### src/rtl/issue_select_queue_pkg.sv
// Shared types and constants for the issue-select queue.
// The optional ISSUE_AGE_ORDER_EN build only changes the select policy, not these types.
package issue_select_queue_pkg;

    localparam int ISSUE_ENTRIES = 8;
    localparam int CORE_TAG_W    = 6;
    localparam int NUM_FUS       = 4;
    localparam int FU_IDX_W      = $clog2(NUM_FUS);

    typedef struct packed {
        logic [CORE_TAG_W-1:0] src1_tag;
        logic                  src1_ready;
        logic [CORE_TAG_W-1:0] src2_tag;
        logic                  src2_ready;
        logic [CORE_TAG_W-1:0] dst_tag;
    } DispUOP;

    typedef struct packed {
        logic                  valid;
        logic                  s1_rdy;
        logic                  s2_rdy;
        logic [CORE_TAG_W-1:0] s1_tag;
        logic [CORE_TAG_W-1:0] s2_tag;
        logic [CORE_TAG_W-1:0] dst_tag;
        logic [FU_IDX_W-1:0]   payload_idx;
    } IQEntry;

endpackage

### src/rtl/issue_select_queue_age_matrix.sv
// Age matrix for oldest-first select; only built when ISSUE_AGE_ORDER_EN is defined.
// older[i][j] = 1 means entry j was allocated before entry i and is still valid.
`ifdef ISSUE_AGE_ORDER_EN
module iq_age_matrix #(
    parameter int N = 8
) (
    input  logic         clk,
    input  logic         rst_n,
    input  logic         flush,
    input  logic [N-1:0] alloc_oh,
    input  logic [N-1:0] free_oh,
    input  logic [N-1:0] valid_vec,
    input  logic [N-1:0] req,
    output logic [N-1:0] grant_oh
);

    logic [N-1:0] older [N];

    // Freed columns are cleared so a reused slot never looks older than its neighbours.
    always_ff @(posedge clk or negedge rst_n) begin
        if (!rst_n) begin
            for (int i = 0; i < N; i++) older[i] <= '0;
        end else if (flush) begin
            for (int i = 0; i < N; i++) older[i] <= '0;
        end else begin
            for (int i = 0; i < N; i++) begin
                for (int j = 0; j < N; j++) begin
                    if (free_oh[j])
                        older[i][j] <= 1'b0;
                    else if (alloc_oh[i])
                        older[i][j] <= valid_vec[j];
                end
            end
        end
    end

    always_comb begin
        grant_oh = '0;
        for (int i = 0; i < N; i++)
            grant_oh[i] = req[i] && ((older[i] & req) == '0);
    end

endmodule
`endif

### src/rtl/issue_select_queue.sv
// Reservation-station issue queue: allocate, wakeup, select one ready entry per cycle.
// Define ISSUE_AGE_ORDER_EN for oldest-first select; otherwise lowest index wins.
module issue_select_queue
    import issue_select_queue_pkg::*;
#(
    parameter int NUM_ENTRIES = ISSUE_ENTRIES,
    parameter int NUM_WAKEUP  = 2,
    parameter int TAG_W       = CORE_TAG_W
) (
    input  logic                                clk,
    input  logic                                rst_n,
    input  logic                                disp_valid,
    input  DispUOP                              disp_uop,
    input  logic [FU_IDX_W-1:0]                 payload_ram_index,
    output logic                                disp_ready,
    input  logic [NUM_WAKEUP-1:0]               wakeup_valid,
    input  logic [NUM_WAKEUP-1:0][TAG_W-1:0]    wakeup_tag,
    output logic                                issue_valid,
    input  logic                                issue_ready,
    output logic [FU_IDX_W-1:0]                 issue_payload_idx,
    output logic [TAG_W-1:0]                    issue_dst_tag,
    input  logic                                flush,
    output logic [$clog2(NUM_ENTRIES):0]        occupancy
);

    localparam int IDX_W = $clog2(NUM_ENTRIES);

    IQEntry                  entries [NUM_ENTRIES];
    logic [NUM_ENTRIES-1:0]  valid_vec, req, grant_oh, free_oh, alloc_oh;
    logic [NUM_ENTRIES-1:0]  s1_hit, s2_hit;
    logic                    d1_hit, d2_hit, alloc, fire, any_req;
    logic [IDX_W-1:0]        alloc_idx, grant_idx;

    function automatic logic wake_hit(input logic [TAG_W-1:0] tag,
                                      input logic [NUM_WAKEUP-1:0] wv,
                                      input logic [NUM_WAKEUP-1:0][TAG_W-1:0] wt);
        wake_hit = 1'b0;
        for (int p = 0; p < NUM_WAKEUP; p++)
            if (wv[p] && wt[p] == tag) wake_hit = 1'b1;
    endfunction

    function automatic logic [IDX_W-1:0] first_free(input logic [NUM_ENTRIES-1:0] v);
        first_free = '0;
        for (int i = NUM_ENTRIES - 1; i >= 0; i--)
            if (!v[i]) first_free = IDX_W'(i);
    endfunction

    function automatic logic [NUM_ENTRIES-1:0] lowest_one(input logic [NUM_ENTRIES-1:0] r);
        lowest_one = r & (~r + NUM_ENTRIES'(1));
    endfunction

    function automatic logic [IDX_W-1:0] oh_to_idx(input logic [NUM_ENTRIES-1:0] oh);
        oh_to_idx = '0;
        for (int i = 0; i < NUM_ENTRIES; i++)
            if (oh[i]) oh_to_idx = oh_to_idx | IDX_W'(i);
    endfunction

    function automatic logic [IDX_W:0] count_ones(input logic [NUM_ENTRIES-1:0] v);
        count_ones = '0;
        for (int i = 0; i < NUM_ENTRIES; i++)
            count_ones = count_ones + (IDX_W+1)'(v[i]);
    endfunction

    always_comb begin
        valid_vec = '0;
        req       = '0;
        s1_hit    = '0;
        s2_hit    = '0;
        for (int i = 0; i < NUM_ENTRIES; i++) begin
            valid_vec[i] = entries[i].valid;
            req[i]       = entries[i].valid && entries[i].s1_rdy && entries[i].s2_rdy;
            s1_hit[i]    = wake_hit(entries[i].s1_tag, wakeup_valid, wakeup_tag);
            s2_hit[i]    = wake_hit(entries[i].s2_tag, wakeup_valid, wakeup_tag);
        end
    end

    assign d1_hit     = wake_hit(disp_uop.src1_tag, wakeup_valid, wakeup_tag);
    assign d2_hit     = wake_hit(disp_uop.src2_tag, wakeup_valid, wakeup_tag);
    assign disp_ready = ~&valid_vec;
    assign occupancy  = count_ones(valid_vec);
    assign alloc      = disp_valid && disp_ready && !flush;
    assign alloc_idx  = first_free(valid_vec);

    always_comb begin
        alloc_oh = '0;
        if (alloc) alloc_oh[alloc_idx] = 1'b1;
    end

`ifdef ISSUE_AGE_ORDER_EN
    iq_age_matrix #(.N(NUM_ENTRIES)) u_age (
        .clk       (clk),
        .rst_n     (rst_n),
        .flush     (flush),
        .alloc_oh  (alloc_oh),
        .free_oh   (free_oh),
        .valid_vec (valid_vec),
        .req       (req),
        .grant_oh  (grant_oh)
    );
`else
    assign grant_oh = lowest_one(req);
`endif

    assign any_req           = |req;
    assign grant_idx         = oh_to_idx(grant_oh);
    assign issue_valid       = any_req && !flush;
    assign issue_payload_idx = any_req ? entries[grant_idx].payload_idx : '0;
    assign issue_dst_tag     = any_req ? entries[grant_idx].dst_tag : '0;
    assign fire              = issue_valid && issue_ready;
    assign free_oh           = fire ? grant_oh : '0;

    // Allocation only targets a free slot, so it never collides with issue or wakeup of that slot.
    always_ff @(posedge clk or negedge rst_n) begin
        if (!rst_n) begin
            for (int i = 0; i < NUM_ENTRIES; i++) entries[i] <= '0;
        end else if (flush) begin
            for (int i = 0; i < NUM_ENTRIES; i++) entries[i].valid <= 1'b0;
        end else begin
            for (int i = 0; i < NUM_ENTRIES; i++) begin
                if (free_oh[i]) entries[i].valid <= 1'b0;
                if (entries[i].valid && s1_hit[i]) entries[i].s1_rdy <= 1'b1;
                if (entries[i].valid && s2_hit[i]) entries[i].s2_rdy <= 1'b1;
                if (alloc_oh[i]) begin
                    entries[i].valid       <= 1'b1;
                    entries[i].s1_rdy      <= disp_uop.src1_ready || d1_hit;
                    entries[i].s2_rdy      <= disp_uop.src2_ready || d2_hit;
                    entries[i].s1_tag      <= disp_uop.src1_tag;
                    entries[i].s2_tag      <= disp_uop.src2_tag;
                    entries[i].dst_tag     <= disp_uop.dst_tag;
                    entries[i].payload_idx <= payload_ram_index;
                end
            end
        end
    end

endmodule

### config.mk
export PLATFORM = sky130hd
export DESIGN_NAME = issue_select_queue
export DESIGN_NICKNAME = d
export VERILOG_FILES = /design/src/rtl/issue_select_queue_pkg.sv /design/src/rtl/issue_select_queue_age_matrix.sv /design/src/rtl/issue_select_queue.sv
export SDC_FILE = /design/constraint.sdc
export NUM_CORES = 1
export LEC_CHECK = 0
export CORE_ASPECT_RATIO = 0.5
export CORE_MARGIN = 2
export CORE_UTILIZATION = 48
export DETAILED_ROUTE_END_ITERATION = 8
export PLACE_DENSITY = 0.76
export SYNTH_ARGS = -nofsm -noshare
export SYNTH_HDL_FRONTEND = slang
export SYNTH_SLANG_ARGS = --single-unit
### constraint.sdc
create_clock -name clk -period 4.95 [get_ports clk]
set_input_delay 0.99 -clock clk [delete_from_list [all_inputs] [get_ports clk]]
set_output_delay 0.99 -clock clk [all_outputs]
set_load 0.02 [all_outputs]
### Yosys cells after proc, flatten, opt, wreduce, memory -nomap -nowiden

Cells that the tools add are included.

* $add $sub $neg: 8
* $mul: 0
* $lt $le $gt $ge: 3
* reductions and logical operators: 127
* mux-type cells: 100
* equal/unequal tests: 36
* div/mod/pow operators: 0
* bitwise operators: 4
* shift operators: 0

Operators with widths (number)
* $eq A6 B6 Y1: 36
* $mux W23: 8
* $logic_and A1 B1 Y1: 73
* $mux W1: 70
* $bmux W23 S3: 1
* $reduce_and A2 Y1: 24
* $mux W3: 12
* $mux W8: 4
* $reduce_bool A2 Y1: 16
* $reduce_bool A3 Y1: 8
* $add A4 B1 Y4: 4
* $add A8 B1 Y8 const B: 1
* $and A8 B8 Y8: 1
* $not A8 Y8: 1
* $reduce_and A8 Y1: 1
* $reduce_or A8 Y1: 1
* $mux W2: 3
* $mux W6: 1
* $add A3 B1 Y4: 1
* $ge A4 B4 Y1 const B: 1
* $lt A3 B4 Y1 const B: 1
* $not A3 Y4: 1
* $add A2 B1 Y3: 1
* $demux W1 S3: 1
* 5 further kinds: 7

* register bits: 184
* bits in latches: 0
* memory bits (read-only): 0
* bits in writable memories: 0
* logic and storage cells: 334
* memories: 0

### Logic depth before layout (Yosys ltp)

Gate-level depths: netlist (run 1).

* word-level depth: 17
* gate-level depth with buffers: 10
* gate-level depth less buffers: 9

### Least setup slack after synthesis (run 1)

No wires, ideal clock.

* path type: flip-flop to output port
* start: register entries[22] in the netlist's numbering
* end: output occupancy[2]
* data required time: 3.960 ns
* arrival: 2.915 ns
* path slack: 1.045 ns
* buffers on the path: 0
* cell stages (with the launch flop): 10
* cells stage by stage: dfrtp_1 > inv_1 > fa_1 > fa_1 > fa_1 > inv_1 > ha_1 > inv_1 > fa_1 > xnor2_1

* longest elaborated chain between the ends: 1

RTL lines
* from (decl): line issue_select_queue.sv:28 `IQEntry entries [NUM_ENTRIES];`
* $add A4 B1 Y4: line issue_select_queue.sv:61 `count_ones = count_ones + (IDX_W+1)'(v[i]);`
* to (decl): line issue_select_queue.sv:23 `output logic [$clog2(NUM_ENTRIES):0] occupancy`

No other way between the ends.

### Worst setup path after layout (run 1)

* start: register entries[22] in the netlist's numbering
* end: output occupancy[1]

The elaborated chain is that of the path after synthesis.

==> results of run 1 <==
## area by class of cell
class | count | area, sq um | area share, %
Sequential cell | 184 | 4600 | 38.3
Tap cell | 300 | 375 | 3.12
Inverter | 19 | 71.3 | 0.593
Clock buffer | 22 | 474 | 3.94
Clock inverter | 9 | 123 | 1.02
Timing Repair Buffer | 80 | 752 | 6.26
Multi-Input combinational cell | 660 | 5620 | 46.8
## through the flow
| stage | cells | setup WS [ps] | cell area, sq um |
|---|---|---|---|
| 2_1_floorplan | 929 | 1050 | 10700 |
| 3_3_place_gp | 1243 | 619 | 11400 |
| 3_5_place_dp | 1243 | 521 | 11400 |
| 4_1_cts | 1274 | 30.0 | 12000 |
| 5_1_grt | 1274 | 14.6 | 12000 |
| 6_report | 1274 | 140 | 12000 |
## per-layer routing
| metal | global-route usage (%) | vias to the layer above |
|---|---|---|
| met5 | 0 | - |
| met4 | 9.11 | 2 |
| met2 | 41.3 | 194 |
| li1 | - | 3330 |
| met3 | 5.78 | 54 |
| met1 | 30.8 | 3709 |
## cell families after synthesis
| family | Yosys count | synth area share [%] |
|---|---|---|
| simple gates | 158 | 8.75 |
| mux | 176 | 18.3 |
| compound gates | 99 | 6.09 |
| flops | 184 | 42.9 |
| buf+inv | 85 | 4.91 |
| fa+ha+maj | 10 | 1.44 |
| xor+xnor | 217 | 17.7 |
## cell usage in the layout, fill, tap and decap left out, types with 4 or more instances in the layout
master           Yosys  layout
clkbuf_16            0      17
xnor2_1            157     157
mux2i_1             17      17
o221ai_1             6       6
nand2_1             18      18
fa_1                 4       4
xor2_1              60      60
o32ai_1              4       4
o21ai_0             23      23
clkinv_2             0       5
nand3_1             26      26
nor4_1               5       5
nand4_1             40      40
nand2b_1             4       4
a21oi_1             28      28
inv_1               19      19
mux2_2             158     158
and3_1               4       4
nor2_1              15      15
buf_4               24      25
dfrtp_1            184     184
nor2b_1             13      11
a211oi_1            15      15
or4_1               16      16
clkdlybuf4s50_1      0      52
ha_1                 6       6
## power by group
group	switching, uW	total (uW)	internal [uW]
clock	572	1400	827
combinational	358	759	401
sequential	158	1840	1690
## worst max path at each step
stage,endpoint,slack [ps]
2_1_floorplan,occupancy[2],1050
3_3_place_gp,occupancy[2],620
3_5_place_dp,occupancy[2],520
4_1_cts,occupancy[2],30
5_1_grt,occupancy[1],10
6_report,occupancy[1],140
==> flow_metrics.py, run 1 <==
metrics = {
    "power": {
        "power_density_mw_per_mm2": 333,
        "leakagePower_uw": 0.00522,
        "ir_drop_mv": 0.263,
        "power_uw": 4000,
    },
    "min_path": {
        "hold_depth": 1,
        "min_from": "entries[76]",
        "hold_class": "flip-flop to flip-flop",
        "hold-path-endpoint": "entries[76]",
    },
    "cts": {
        "cts_buffer_depth": 2,
        "ctsHoldBuffers": 0,
        "clk_pin_slew_ps": 70,
        "htreeDepth": 4,
        "cts_made_buffers": 17,
        "cts_setup_buffers": 0,
        "clockRootBuffer": "clkbuf_16",
        "cts_resized": 0,
        "cts_tree": "built",
        "clk_latency_ps": 440,
        "clock_sinks": 184,
    },
    "detailed_routing": {
        "top_layer_used": "met5",
        "wl_met3_um": 1580,
        "wl_um": 27600,
        "drc": 0,
        "via_count": 7289,
        "drt-initial-drc-count": 562,
        "wire_per_inst_um": 21.7,
        "wl_met1_um": 12400,
        "postRouteAntennaNets": 0,
        "dr_wl_met2_um": 13000,
        "vias_per_cell": 5.72,
        "drt_first_pass_iters": 5,
    },
    "critical_path": {
        "cp.depth": 10,
        "worstPathBufferInverterCount": 5,
        "regToRegSetupSlack_ps": 2250,
        "rr_endpoint": "entries[146]",
        "critPathArrivalTime_ps": 3820,
        "crit_chain": "inv_1 > fa_1 > fa_1 > fa_1 > inv_1 > ha_1 > inv_1 > fa_1 > inv_1 > clkdlybuf4s50_1",
        "path_class": "flip-flop to output pin",
        "cp-start-kind": "flip-flop",
        "slowest_stage": "fa_1",
        "crit_family": "adder cells",
        "r2r_start": "entries[22]",
        "worstPathRequired_ps": 3960,
        "cpPeakStageDelay_ps": 590,
        "reg2reg_depth": 9,
        "setup.worst_path.start": "entries[22]",
        "cp_max_fo": 4,
        "end_kind": "output pin",
    },
    "logic_synthesis": {
        "yosys_warnings": 0,
        "synth.most_common_cell": "dfrtp_1",
        "ys_seq_elements": 184,
        "synth_edf_count": 0,
        "synth_fp_nets": 980,
        "synthTopCellsByArea": "dfrtp_1, mux2_2, xnor2_1",
        "seq_area_frac_synth_pct": 42.9,
        "yosysTopAreaCell": "dfrtp_1",
        "syn_inst": 929,
        "syn_area_sq_mm": 0.0107,
        "synth.distinct_cells": 58,
        "synthTopCellsByCount": "dfrtp_1, mux2_2, xnor2_1",
        "synth_ff_type": "dfrtp_1",
        "async_flop_share_pct": 100,
        "avgSynthCellArea_sq_um": 11.6,
        "synth_top_area_share_pct": 42.9,
    },
    "cells_and_area": {
        "fillCellCount": 1807,
        "area_delta_synth_final_pct": 11.9,
        "regMostFlops": "entries",
        "nets": 1013,
        "largest_register_ff_count": 184,
        "diodes": 0,
        "final_util_pct": 55.1,
        "drive_gt1_share_pct": 23.5,
        "largestRegisters": "entries (184)",
    },
    "floorplan": {
        "fp.dieW_um": 216,
        "core_sq_mm": 0.0218,
        "initial_core_util_pct": 49.2,
        "io-pin-count": 55,
        "fp.dieArea_sq_mm": 0.0237,
        "fp.dieH_um": 110,
        "num_rows": 38,
    },
    "run_status": {
        "status": "completed",
    },
    "grt": {
        "grt_pass1_wl_um": 43600,
        "grtUsageTotal_pct": 24.4,
        "grt_max_degree": 112,
        "grt_pass1_vias": 7710,
        "antenna_found_initial": 3,
        "grt_overflow": 0,
    },
    "sta": {
        "final_hold_viol_count": 0,
        "clock_skew_ps": 6.79,
        "fmax_mhz": 208,
        "whs_ps": 488,
        "min_period_ps": 4810,
        "timing.final.crit_share_pct": 97.2,
        "final.setup.tns_ps": 0,
        "rsz0062_at_grt": "false",
        "setup_viol": 0,
        "slew_viol_final": 0,
        "relSlewSlack_pct": 25.4,
        "worst_slew_pin_slew_ps": 1120,
    },
    "placed_design": {
        "gp_congestion": 0.903,
        "hpwl_um": 18500,
        "io_buffers": 54,
    },
    "job": {
        "drv_cap": 0,
    },
}
(Power assumes the default switching activity.)
==> run 2: changes to the inputs <==
- CELL_PAD_IN_SITES_DETAIL_PLACEMENT: not set -> 0
- CELL_PAD_IN_SITES_GLOBAL_PLACEMENT: not set -> 1
- CTS_BUF_LIST: not set -> sky130_fd_sc_hd__clkbuf_4 sky130_fd_sc_hd__clkbuf_8
- PLACE_DENSITY: 0.76 -> 0.88
- REMOVE_ABC_BUFFERS: not set -> 1
==> run 2 against run 1 <==
  * Wire length decreased by 2.9%
  * Count of clock-buffer cells in the layout shrank 3
  * Global-route usage down 0.64 points
  * Via count increased by 0.58%
  * Sequential share of layout area up 0.57 points
  * Combinational power down 0.5%
  * Sequential power is essentially flat
  * Worst setup slack better by 280 ps
  * Final area is 1.5% lower
  * Critical path type unchanged
  * Largest cell class unchanged
==> flow_metrics.py, run 2 (synthesis results as in run 1) <==
metrics = {
    "cells_and_area": {
        "area_delta_synth_final_pct": 10.3,
        "layout_commonest_cell": "dfrtp_1",
        "largestRegisters": "entries (184)",
        "nets": 1015,
        "fillCellCount": 1840,
        "layout_common_cells": "dfrtp_1, mux2_2, xnor2_1",
        "diodes": 0,
        "drive_gt1_share_pct": 23.9,
        "regMostFlops": "entries",
        "final_area_sq_mm": 0.0118,
        "largest_register_ff_count": 184,
    },
    "sta": {
        "slew_viol_final": 0,
        "min_period_ps": 4530,
        "fmax_mhz": 221,
        "setup_viol": 0,
        "timing.final.crit_share_pct": 91.4,
        "worst_slew_pin_slew_ps": 1160,
        "rsz0062_at_grt": "false",
        "clock_skew_ps": 13.4,
        "relSlewSlack_pct": 22.1,
        "final_hold_viol_count": 0,
        "final.setup.tns_ps": 0,
    },
    "critical_path": {
        "worstPathRequired_ps": 3960,
        "critPathArrivalTime_ps": 3540,
        "cp-start-kind": "flip-flop",
        "crit_chain": "inv_1 > fa_1 > fa_1 > fa_1 > inv_1 > ha_1 > inv_1 > fa_1 > xnor2_1 > dlymetal6s2s_1",
        "cp_max_fo": 4,
        "cpPeakStageDelay_ps": 570,
        "slowest_stage": "fa_1",
        "path_class": "flip-flop to output pin",
        "worstPathBufferInverterCount": 4,
        "end_kind": "output pin",
        "crit_family": "adder cells",
        "cp_common_cell": "fa_1",
        "regToRegSetupSlack_ps": 2280,
    },
    "job": {
        "drv_cap": 0,
    },
    "placed_design": {
        "hpwl_um": 17900,
        "io_buffers": 54,
        "gp_congestion": 0.885,
        "placed_area_sq_mm": 0.0114,
    },
    "grt": {
        "grt_overflow": 0,
        "grt_pass1_wl_um": 42700,
        "grtUsageTotal_pct": 23.7,
        "antenna_found_initial": 0,
        "grt_max_degree": 103,
        "grt_pass1_vias": 7566,
    },
    "power": {
        "intPower_uw": 2570,
        "leakagePower_uw": 0.00516,
        "clkPwrFrac_pct": 28.9,
        "ir_drop_mv": 0.215,
        "switching_power_uw": 1090,
        "comb_power_share_pct": 20.6,
        "sw_frac_of_total_pct": 29.8,
        "seqPwrFrac_pct": 50.5,
        "power_density_mw_per_mm2": 309,
    },
    "run_status": {
        "status": "completed",
    },
    "cts": {
        "cts_made_buffers": 17,
        "clk_pin_slew_ps": 100,
        "clockRootBuffer": "clkbuf_8",
        "cts_buffer_depth": 2,
        "cts_setup_buffers": 0,
        "clock_sinks": 184,
        "cts_tree": "built",
        "htreeDepth": 4,
        "ctsHoldBuffers": 0,
        "clk_latency_ps": 480,
    },
    "floorplan": {
        "io-pin-count": 55,
        "fp.dieH_um": 110,
        "core_sq_mm": 0.0218,
        "fp.dieW_um": 216,
        "fp.dieArea_sq_mm": 0.0237,
        "num_rows": 38,
        "initial_core_util_pct": 49.2,
    },
    "detailed_routing": {
        "drt-initial-drc-count": 493,
        "wl_um": 26800,
        "postRouteAntennaNets": 0,
        "drc": 0,
        "via_count": 7331,
        "drt_first_pass_iters": 5,
        "vias_per_cell": 5.75,
        "wire_per_inst_um": 21.0,
    },
    "min_path": {
        "hold_class": "flip-flop to flip-flop",
    },
}
-- run 2: cell count changes in the layout (fill, tap and decap cells not counted), moves of 4 or more --
cell and delta:
clkbuf_8 +16, clkinv_2 -4, clkbuf_16 -17, inv_6 +5
-- run 2: per-stage QoR --
step / hold WS, ps / utilization, % / worst slack [ps] / power [uW] / cells
6_report: 507 / 54.3 / 423 / 3660 / 1276
5_1_grt: 521 / 54.3 / 243 / 3840 / 1276
4_1_cts: 505 / 54.3 / 6.94 / 3670 / 1276
3_5_place_dp: 483 / 52.4 / 531 / 2630 / 1245
3_3_place_gp: 460 / 52.4 / 601 / 2590 / 1245
2_1_floorplan: 450 / - / 1050 / 2330 / 863
-- run 2: final timing paths --
| check | startpoint | endpoint | depth (start not counted) |
|---|---|---|---|
| worst max-delay path | entries[22] | occupancy[2] | 10 |
| worst min-delay path | entries[71] | entries[71] | 1 |
| worst max register to register | entries[22] | entries[42] | 9 |
| worst min register to register | entries[71] | entries[71] | 1 |
| max in group asynchronous | rst_n | entries[73] | 2 |
| min in group asynchronous | rst_n | entries[170] | 1 |
-- run 2: power groups by stage --
stage	clock network, uW	registers (uW)	logic (uW)
floorplan	0	1830	497
global placement	0	1860	731
detailed placement	0	1870	753
CTS	1070	1840	757
global route	1140	1870	827
finish	1050	1850	755
-- run 2: layout make-up --
type | instances | area, sq um | area share, %
Multi-Input combinational cell | 660 | 5620 | 47.5
Sequential cell | 184 | 4600 | 38.9
Timing Repair Buffer | 82 | 769 | 6.50
Tap cell | 300 | 375 | 3.17
Clock buffer | 19 | 262 | 2.21
Clock inverter | 12 | 141 | 1.19
Inverter | 19 | 71.3 | 0.602
-- run 2: worst register-to-register path: cells and delay by family, from the launching register on --
family / cells / cell delay, ps
flops: 1 / 430
fa+ha+maj: 1 / 160
mux: 1 / 390
compound gates: 3 / 530
simple gates: 1 / 500
buf+inv: 3 / 550
-- run 2: per-layer routing --
layer	track usage, %	vias to the layer above	part of all wire [%]
met5	0	-	0
met4	9.01	0	2.3
met3	4.40	45	5.1
met2	39.1	195	47
met1	31.6	3773	46
li1	-	3318	-
-- run 2: what timing repair did --
action,in CTS,in global routing
endpoints found under the setup margin,0,2
gates resized for setup,0,2
endpoints found under the hold margin,0,0
==> run 3: changes to the inputs <==
- PLACE_DENSITY: 0.88 -> not set
- PLACE_DENSITY_LB_ADDON: not set -> 0.1
- SYNTH_HIERARCHICAL: not set -> 1
==> run 3 against run 2 <==
  * Sequential power about the same
  * First-iteration DRC count is 11% lower
  * Clock power down 5%
  * Highest routed layer unchanged
  * Count of clock-buffer cells in the layout down 1
  * Via count decreased by 1.6%
  * Global-route usage rose by 0.98 points
  * Maximum frequency grew 0.14%
  * Combinational power decreased by 0.5%
  * Flip-flop and latch count stayed put
  * Sequential share of layout area increased by 0.18 points
  * Largest power group unchanged
  * Worst setup slack better by 6.5 ps
==> flow_metrics.py, run 3 <==
metrics = {
    "critical_path": {
        "setup.worst_path.start": "entries[22]",
        "reg2reg_depth": 9,
        "end_kind": "output pin",
        "r2r_start": "entries[22]",
        "critPathArrivalTime_ps": 3530,
        "crit_chain": "inv_1 > fa_1 > fa_1 > fa_1 > inv_1 > ha_1 > inv_1 > fa_1 > xnor2_1 > dlymetal6s2s_1",
        "rr_endpoint": "entries[42]",
        "slowest_stage": "fa_1",
        "cp-start-kind": "flip-flop",
        "regToRegSetupSlack_ps": 2200,
        "worstPathBufferInverterCount": 4,
        "path_class": "flip-flop to output pin",
        "cp_max_fo": 4,
        "endpoint": "occupancy[2]",
        "crit_family": "adder cells",
        "cp.depth": 10,
        "cpPeakStageDelay_ps": 560,
        "cp_common_cell": "fa_1",
        "worstPathRequired_ps": 3960,
    },
    "cells_and_area": {
        "layout_commonest_cell": "dfrtp_1",
        "diodes": 0,
        "layout_common_cells": "dfrtp_1, mux2_2, xnor2_1",
        "instances_no_fill": 1275,
        "nets": 1013,
        "fillCellCount": 1913,
        "drive_gt1_share_pct": 23.8,
        "largest_register_ff_count": 184,
        "area_delta_synth_final_pct": 9.75,
        "regMostFlops": "entries",
        "largestRegisters": "entries (184)",
        "final_area_sq_mm": 0.0118,
    },
    "sta": {
        "worst_slew_pin_slew_ps": 1140,
        "rsz0062_at_grt": "false",
        "relSlewSlack_pct": 23.5,
        "final_hold_viol_count": 0,
        "setup_slack_ps": 430,
        "final.setup.tns_ps": 0,
        "slew_viol_final": 0,
        "clock_skew_ps": 9.84,
        "timing.final.crit_share_pct": 91.3,
        "min_period_ps": 4520,
        "setup_viol": 0,
        "fmax_mhz": 221,
    },
    "cts": {
        "ctsHoldBuffers": 0,
        "clk_pin_slew_ps": 100,
        "clock_sinks": 184,
        "cts_tree": "built",
        "cts_buffer_depth": 2,
        "cts_setup_buffers": 0,
        "clk_latency_ps": 490,
        "htreeDepth": 4,
        "clockRootBuffer": "clkbuf_8",
        "cts_made_buffers": 17,
    },
    "logic_synthesis": {
        "yosys_warnings": 6,
        "synth_compound_area_share_pct": 6.09,
        "async_flop_share_pct": 100,
        "synth-xor-area-share_pct": 17.7,
        "synthSimpleGateAreaFrac_pct": 8.75,
        "synth-adder-area-share_pct": 1.44,
        "synth_ff_type": "dfrtp_1",
        "synth_mux_area_share_pct": 18.3,
        "syn_area_sq_mm": 0.0107,
        "synth_top_family_by_area": "multiplexers",
        "synthTopCellsByCount": "dfrtp_1, mux2_2, xnor2_1",
        "synthTopCellsByArea": "dfrtp_1, mux2_2, xnor2_1",
        "synth_edf_count": 0,
        "seq_area_frac_synth_pct": 42.9,
        "synth.distinct_cells": 58,
        "syn_inst": 929,
        "synth_top_area_share_pct": 42.9,
        "avgSynthCellArea_sq_um": 11.6,
        "yosysTopAreaCell": "dfrtp_1",
        "synth.most_common_cell": "dfrtp_1",
        "ys_seq_elements": 184,
    },
    "grt": {
        "antenna_found_initial": 0,
        "grt_overflow": 0,
        "grtUsageTotal_pct": 24.7,
        "grt_pass1_wl_um": 43200,
        "grt_pass1_vias": 7110,
        "grt_max_degree": 92,
    },
    "job": {
        "drv_cap": 0,
    },
    "detailed_routing": {
        "postRouteAntennaNets": 0,
        "wire_per_inst_um": 21.8,
        "wl_um": 27800,
        "vias_per_cell": 5.66,
        "via_count": 7212,
        "drt_first_pass_iters": 5,
        "drc": 0,
        "drt-initial-drc-count": 439,
    },
    "power": {
        "power_uw": 3590,
        "leakagePower_uw": 0.00512,
        "power_density_mw_per_mm2": 305,
        "ir_drop_mv": 0.140,
    },
    "placed_design": {
        "place_ws_ps": 561,
        "gp_congestion": 0.847,
        "dp_cells": 1243,
        "placed_area_sq_mm": 0.0114,
        "io_buffers": 54,
        "hpwl_um": 18500,
    },
    "min_path": {
        "hold_class": "flip-flop to flip-flop",
    },
    "floorplan": {
        "initial_core_util_pct": 49.2,
        "fp.dieW_um": 216,
        "fp.dieArea_sq_mm": 0.0237,
        "num_rows": 38,
        "io-pin-count": 55,
        "core_sq_mm": 0.0218,
        "fp.dieH_um": 110,
    },
    "run_status": {
        "status": "completed",
    },
}
==> run 3: per-stage QoR <==
step / hold WS [ps] / utilization [%]
after CTS: 490 / 54.0
after global placement: 462 / 52.3
after global routing: 518 / 54.0
after detailed placement: 466 / 52.3
final: 488 / 54.0
after floorplan: 450 / -
==> run 3: metal layers <==
layer  share of wire [%]  GRT usage [%]  vias up
met5                   0              0        -
met2                  44           39.1      136
met3                 3.9           3.76       20
met1                  51           35.6     3724
li1                    -              -     3332
met4                0.96           6.60        0
==> run 3: worst min-delay path by stage <==
stage / from / endpoint / slack (ps) / cells after the start
2_1_floorplan: entries[76] / entries[76] / 450 / 1
3_3_place_gp: entries[76] / entries[76] / 460 / 1
3_5_place_dp: entries[76] / entries[76] / 470 / 1
4_1_cts: entries[76] / entries[76] / 490 / 1
5_1_grt: entries[74] / entries[74] / 520 / 1
6_report: entries[76] / entries[76] / 490 / 1
==> run 3: layout make-up <==
cell class	instances	area, sq um	share of cell area, %
clock inverter	14	128	1.08
sequential	184	4600	39.1
tap	300	375	3.18
inverter	19	71.3	0.605
timing repair buffer	80	742	6.29
clock buffer	18	248	2.10
multi-input combinational	660	5620	47.7
==> run 3: cell families (layout without fill, tap and decap cells) <==
logic type / after synthesis / count (layout)
XOR/XNOR: 217 / 217
multiplexers: 176 / 176
buffers and inverters: 85 / 131
AO/OA/AOI/OAI: 99 / 99
AND/OR/NAND/NOR: 158 / 158
adder cells (fa/ha/maj): 10 / 10
flip-flops: 184 / 184
==> run 3: where the power goes <==
part           total (uW)  switching (uW)  internal [uW]
clock                 996             584            412
combinational         751             351            399
sequential           1840             159           1680
==> run 3: repair_timing <==
action	in CTS	in global routing
endpoints found under the hold margin	0	0
endpoints found under the setup margin	0	2
resized for setup	0	2
